$ cat config.mk
export PLATFORM = sky130hd
export DESIGN_NAME = eth_mii_rx_deframer
export DESIGN_NICKNAME = d
export VERILOG_FILES = /design/src/rtl/eth_mii_pkg.sv /design/src/rtl/eth_crc32_byte.sv /design/src/rtl/eth_mii_rx_deframer.sv
export SDC_FILE = /design/constraint.sdc
export NUM_CORES = 1
export LEC_CHECK = 0
export CORE_ASPECT_RATIO = 0.9
export CORE_MARGIN = 4
export CORE_UTILIZATION = 65
export CTS_BUF_LIST = sky130_fd_sc_hd__clkbuf_8
export DETAILED_ROUTE_END_ITERATION = 16
export PLACE_DENSITY = 0.86
export SYNTH_ARGS = -nofsm -noshare
export SYNTH_HDL_FRONTEND = slang
export SYNTH_SLANG_ARGS = --single-unit
$ cat constraint.sdc
create_clock -name clk -period 2.48 [get_ports clk]
set_input_delay 0.496 -clock clk [delete_from_list [all_inputs] [get_ports clk]]
set_output_delay 0.496 -clock clk [all_outputs]
set_load 0.02 [all_outputs]
$ cat src/rtl/eth_mii_pkg.sv
// Shared types and constants for the MII receive deframer and its CRC helper.
package eth_mii_pkg;

    typedef enum logic [1:0] {
        ST_IDLE,
        ST_PREAMBLE,
        ST_PAYLOAD,
        ST_DROP
    } rx_state_t;

    localparam logic [3:0]  PREAMBLE_NIB  = 4'h5;
    localparam logic [3:0]  SFD_NIB       = 4'hD;
    // Normal-form polynomial; the LSB-first shifter uses its bit reversal.
    localparam logic [31:0] CRC32_POLY    = 32'h04C11DB7;
    localparam logic [31:0] CRC32_RESIDUE = 32'hC704DD7B;
    localparam logic [31:0] CRC32_INIT    = 32'hFFFFFFFF;
    localparam int unsigned FCS_LEN       = 4;

    function automatic logic [31:0] reflect32(input logic [31:0] v);
        logic [31:0] r;
        r = '0;
        for (int unsigned i = 0; i < 32; i++) begin
            r[i] = v[31-i];
        end
        return r;
    endfunction

endpackage

$ cat src/rtl/eth_crc32_byte.sv
// Combinational reflected CRC-32 update, one byte (LSB first) per evaluation.
module eth_crc32_byte
    import eth_mii_pkg::*;
(
    input  logic [31:0] crc_in,
    input  logic [7:0]  data,
    output logic [31:0] crc_out
);

    localparam logic [31:0] POLY_REFL = reflect32(CRC32_POLY);

    logic [31:0] c;

    always_comb begin
        c = crc_in;
        for (int unsigned i = 0; i < 8; i++) begin
            c = (c[0] ^ data[i]) ? ((c >> 1) ^ POLY_REFL) : (c >> 1);
        end
        crc_out = c;
    end

endmodule

$ cat src/rtl/eth_mii_rx_deframer.sv
// MII receive deframer: strips preamble/SFD/FCS and flags bad frames.
// Define ETH_RX_CRC_CHECK_EN to build the CRC residue check.
module eth_mii_rx_deframer
    import eth_mii_pkg::*;
#(
    parameter int MIN_FRAME_LEN = 64,
    parameter int MAX_FRAME_LEN = 1518
) (
    input  logic       clk,
    input  logic       rst_n,
    input  logic [3:0] mii_rxd,
    input  logic       mii_rx_dv,
    input  logic       mii_rx_er,
    output logic [7:0] m_tdata,
    output logic       m_tvalid,
    output logic       m_tlast,
    output logic       m_tuser,
    output logic       stat_frame_good,
    output logic       stat_frame_bad
);

    localparam int LEN_W = $clog2(MAX_FRAME_LEN + 2);
    localparam logic [LEN_W-1:0] LEN_MIN = LEN_W'(MIN_FRAME_LEN);
    localparam logic [LEN_W-1:0] LEN_MAX = LEN_W'(MAX_FRAME_LEN);
    localparam logic [LEN_W-1:0] LEN_SAT = LEN_W'(MAX_FRAME_LEN + 1);

    rx_state_t state_q, state_d;
    logic start_frame, nib_valid, end_frame;

    logic             phase_q;
    logic [3:0]       low_nib_q;
    logic [LEN_W-1:0] len_q;
    logic             err_q;
    logic [7:0]       dl_q [FCS_LEN];
    logic [FCS_LEN-1:0] dl_vld_q;
    logic [7:0]       hold_q;
    logic             hold_vld_q;
    logic [7:0]       byte_new;
    logic             crc_bad;
    logic             frame_bad;

    assign byte_new = {mii_rxd, low_nib_q};

`ifdef ETH_RX_CRC_CHECK_EN
    logic [31:0] crc_q, crc_upd;

    eth_crc32_byte u_crc (
        .crc_in (crc_q),
        .data   (byte_new),
        .crc_out(crc_upd)
    );

    always_ff @(posedge clk or negedge rst_n) begin
        if (!rst_n) begin
            crc_q <= CRC32_INIT;
        end else if (start_frame) begin
            crc_q <= CRC32_INIT;
        end else if (nib_valid && phase_q) begin
            crc_q <= crc_upd;
        end
    end

    assign crc_bad = (reflect32(crc_q) != CRC32_RESIDUE);
`else
    assign crc_bad = 1'b0;
`endif

    assign frame_bad = err_q | phase_q | (len_q < LEN_MIN) | (len_q > LEN_MAX) | crc_bad;

    always_ff @(posedge clk or negedge rst_n) begin
        if (!rst_n) begin
            state_q <= ST_IDLE;
        end else begin
            state_q <= state_d;
        end
    end

    always_comb begin
        state_d     = state_q;
        start_frame = 1'b0;
        nib_valid   = 1'b0;
        end_frame   = 1'b0;
        case (state_q)
            ST_IDLE: begin
                if (mii_rx_dv) begin
                    state_d = (mii_rxd == PREAMBLE_NIB) ? ST_PREAMBLE : ST_DROP;
                end
            end
            ST_PREAMBLE: begin
                if (!mii_rx_dv) begin
                    state_d = ST_IDLE;
                end else if (mii_rx_er) begin
                    state_d = ST_DROP;
                end else if (mii_rxd == SFD_NIB) begin
                    state_d     = ST_PAYLOAD;
                    start_frame = 1'b1;
                end else if (mii_rxd != PREAMBLE_NIB) begin
                    state_d = ST_DROP;
                end
            end
            ST_PAYLOAD: begin
                if (mii_rx_dv) begin
                    nib_valid = 1'b1;
                end else begin
                    end_frame = 1'b1;
                    state_d   = ST_IDLE;
                end
            end
            ST_DROP: begin
                if (!mii_rx_dv) begin
                    state_d = ST_IDLE;
                end
            end
            default: state_d = ST_IDLE;
        endcase
    end

    always_ff @(posedge clk or negedge rst_n) begin
        if (!rst_n) begin
            phase_q         <= 1'b0;
            low_nib_q       <= '0;
            len_q           <= '0;
            err_q           <= 1'b0;
            dl_vld_q        <= '0;
            hold_q          <= '0;
            hold_vld_q      <= 1'b0;
            m_tdata         <= '0;
            m_tvalid        <= 1'b0;
            m_tlast         <= 1'b0;
            m_tuser         <= 1'b0;
            stat_frame_good <= 1'b0;
            stat_frame_bad  <= 1'b0;
            for (int unsigned i = 0; i < FCS_LEN; i++) begin
                dl_q[i] <= '0;
            end
        end else begin
            m_tvalid        <= 1'b0;
            m_tlast         <= 1'b0;
            m_tuser         <= 1'b0;
            stat_frame_good <= 1'b0;
            stat_frame_bad  <= 1'b0;

            if (start_frame) begin
                phase_q    <= 1'b0;
                len_q      <= '0;
                err_q      <= 1'b0;
                dl_vld_q   <= '0;
                hold_vld_q <= 1'b0;
            end

            if (nib_valid) begin
                phase_q <= ~phase_q;
                if (mii_rx_er) begin
                    err_q <= 1'b1;
                end
                if (!phase_q) begin
                    low_nib_q <= mii_rxd;
                end else begin
                    // Hold byte leaves now; the four newest bytes stay back as FCS candidates.
                    if (hold_vld_q) begin
                        m_tvalid <= 1'b1;
                        m_tdata  <= hold_q;
                    end
                    hold_q     <= dl_q[0];
                    hold_vld_q <= dl_vld_q[0];
                    for (int unsigned i = 0; i < FCS_LEN - 1; i++) begin
                        dl_q[i] <= dl_q[i+1];
                    end
                    dl_q[FCS_LEN-1] <= byte_new;
                    dl_vld_q        <= {1'b1, dl_vld_q[FCS_LEN-1:1]};
                    if (len_q != LEN_SAT) begin
                        len_q <= len_q + 1'b1;
                    end
                end
            end

            if (end_frame) begin
                if (hold_vld_q) begin
                    m_tvalid <= 1'b1;
                    m_tlast  <= 1'b1;
                    m_tuser  <= frame_bad;
                    m_tdata  <= hold_q;
                end
                stat_frame_good <= ~frame_bad;
                stat_frame_bad  <= frame_bad;
                hold_vld_q      <= 1'b0;
                dl_vld_q        <= '0;
            end
        end
    end

endmodule
==> flow_metrics.py <==
metrics = {
    "run_status": {
        "status": "finished clean",
    },
    "clocking": {
        "cts_setup_buffers": 0,
        "cts_tree": "done",
        "path_clk_slew_ps": 70,
        "clock_latency_ps": 350,
        "cts-resized-gates": 0,
        "htreeDepth": 3,
        "max-clock-path-buffers": 2,
        "cts_buffers": 9,
        "cts-root-buf": "clkbuf_8",
        "clock-sinks": 77,
        "ctsHoldBuffers": 0,
    },
    "critical_path": {
        "cp_data_arrival_time_ps": 2200,
        "cp.required_ps": 2720,
        "path_class": "reg2reg",
        "cp-end-kind": "flip-flop",
        "path_max_fanout": 8,
        "startpoint_type": "flip-flop",
    },
    "global_route": {
        "grt_max_degree": 78,
        "antenna_found_initial": 0,
        "grt_pass1_wl_mm": 10.5,
        "grt-ovfl-total": 0,
        "grt_usage": 0.231,
        "grt_pass1_vias": 2226,
    },
    "synth": {
        "postSynthAreaPerCell_um2": 9.94,
        "synth_area_mm2": 0.00326,
        "synth_top_area_cell": "dfrtp_1",
        "synth_top_cell_area_share": 0.591,
        "synth.most_common_cell": "nand2_1",
        "synthArstFlopShare": 1.00,
        "synth_edf_count": 0,
        "synthFlopType": "dfrtp_1",
        "yosysWarnings": 0,
        "synth.area.top_cells": "dfrtp_1 (59%), nand2_1 (15%), mux2_2 (4.1%), nand3_1 (1.8%), buf_2 (1.4%)",
        "synth_common_cells": "nand2_1 (134), dfrtp_1 (77), mux2_2 (12), nand3_1 (12), buf_2 (9)",
        "synthCells": 328,
        "ys_seq_elements": 77,
        "yosysSeqAreaShare": 0.591,
        "syn_nets": 337,
        "ys_types": 44,
    },
    "sta": {
        "hold_viol_final": 0,
        "finalCritPeriodShare": 0.794,
        "fmax_ghz": 0.508,
        "finalSetupViolCount": 0,
        "relSlewSlack": 0.614,
        "tns_ps": 0,
        "skew_ps": 7.52,
        "slew_viol_final": 0,
        "finalCriticalPeriod_ps": 1970,
        "worst_slew_pin_slew_ps": 573,
        "grt_setup_unrepaired": "no",
    },
    "detailed_routing": {
        "drtIter0Drc": 238,
        "via_per_inst": 5.67,
        "wl_per_cell_um": 14.9,
        "route.vias.total": 2389,
        "remaining_drc_errors": 0,
        "first_pass_iters": 4,
        "finalWirelength_mm": 6.29,
        "ant_nets": 0,
    },
    "flow_run": {
        "drv_cap": 0,
    },
    "power_and_ir_drop": {
        "total_power_uw": 3200,
        "cellLeakagePower_uw": 0.00182,
        "ir_worst_vdd_uv": 644,
        "power_density_mw_per_mm2": 858,
    },
    "finish": {
        "n_antenna_cell": 0,
        "fillers": 310,
        "area_growth_pct": 14.4,
        "drive_above_1_share": 0.129,
        "final_nets": 360,
    },
    "floorplan": {
        "dieWidth_um": 82.7,
        "core-area_mm2": 0.00483,
        "num_rows": 24,
        "ios": 21,
        "initial_utilization": 0.674,
        "die-area_mm2": 0.00621,
        "chipHeight_um": 75.2,
    },
    "placed_design": {
        "io_buffers": 20,
        "hpwlAfterDp_mm": 4.02,
        "routabilityCongestion": 0.947,
    },
    "hold_path": {
        "holdCritPathClass": "in2async",
    },
}
[layout make-up]
cell class | count | area, um^2 | area share
tap | 65 | 81.3 | 0.0218
sequential | 77 | 1930 | 0.517
clock inverter | 5 | 35.0 | 0.00939
inverter | 5 | 18.8 | 0.00503
timing repair buffer | 27 | 275 | 0.0738
multi-input combinational | 231 | 1240 | 0.333
clock buffer | 11 | 151 | 0.0406
[routing by layer]
| layer | share of wire | GRT usage |
|---|---|---|
| met5 | 0 | 0 |
| met4 | 0.0070 | 0.0762 |
| met3 | 0.062 | 0.0837 |
| met2 | 0.48 | 0.357 |
| met1 | 0.45 | 0.309 |
[cell families (layout without fill, tap and decap cells)]
kind of cell | Yosys count | in the layout | share of synthesized area
AO/OA/AOI/OAI | 31 | 31 | 0.0706
adder cells (fa/ha/maj) | 1 | 1 | 0.00384
flip-flops | 77 | 77 | 0.591
buffers and inverters | 20 | 48 | 0.0288
AND/OR/NAND/NOR | 185 | 185 | 0.258
multiplexers | 14 | 14 | 0.0476
[stage by stage]
stage	instance area, um^2	utilization	hold slack [ps]	std cells	worst slack, ps
after CTS	3730	0.771	168	421	523
final	3730	0.771	146	421	512
after global placement	3540	0.733	447	405	341
after global routing	3730	0.771	172	421	436
after detailed placement	3540	0.733	451	405	280
after floorplan	3260	-	200	328	770
[final timing paths]
path | startpoint | end | slack, ps | cells after the start
max | len_q[0] | len_q[1] | 510 | 5
min | rst_n | len_q[1] | 150 | 2
max reg2reg | len_q[0] | len_q[1] | 510 | 5
min reg2reg | dl_q[26] | hold_q[2] | 470 | 2
max in group asynchronous | rst_n | low_nib_q[1] | 2010 | 2
min in group clk | dl_q[26] | hold_q[2] | 470 | 2
[sequential cells by signal, summed over array words and instances (netlist names)]
register         flops
m_tvalid             1
hold_q               8
m_tdata              8
phase_q              1
err_q                1
stat_frame_bad       1
hold_vld_q           1
dl_q                32
m_tlast              1
stat_frame_good      1
state_q              2
low_nib_q            4
dl_vld_q             4
m_tuser              1
len_q               11
[critical path, cell delays in order, from the launching register on]
cell and delay (ps):
dfrtp_1 490, ha_1 280, nand4b_1 190, or3_1 480, and3_4 230, a31o_1 180
[placed cells by master, fill, tap and decap left out, types with 2 or more instances in the layout]
master | netlist | routed
nand2_1 | 134 | 134
dfrtp_1 | 77 | 77
clkdlybuf4s50_1 | 0 | 19
nand3_1 | 12 | 12
mux2_2 | 12 | 12
clkbuf_8 | 0 | 11
a21oi_1 | 8 | 8
nor2_1 | 6 | 6
buf_4 | 0 | 6
inv_1 | 5 | 5
o21ai_0 | 4 | 4
a31oi_1 | 4 | 4
nor3_1 | 4 | 4
and3_1 | 3 | 3
nand4_1 | 3 | 3
nand4b_1 | 3 | 3
or3_1 | 3 | 3
or4_1 | 3 | 3
a41oi_1 | 2 | 2
o31ai_1 | 2 | 2
mux2i_1 | 2 | 2
and2_1 | 2 | 2
nor2b_1 | 2 | 2
clkinv_4 | 0 | 2
clkinv_2 | 0 | 2
buf_12 | 0 | 2
[power breakdown]
group          internal (uW)  total, uW  leakage (uW)  switching [uW]
Clock                    418        874     0.0000953             456
Sequential              1600       1830       0.00102             236
Combinational            212        493      0.000705             281
Total                   2230       3200       0.00182             974
(Power assumes the default switching activity.)
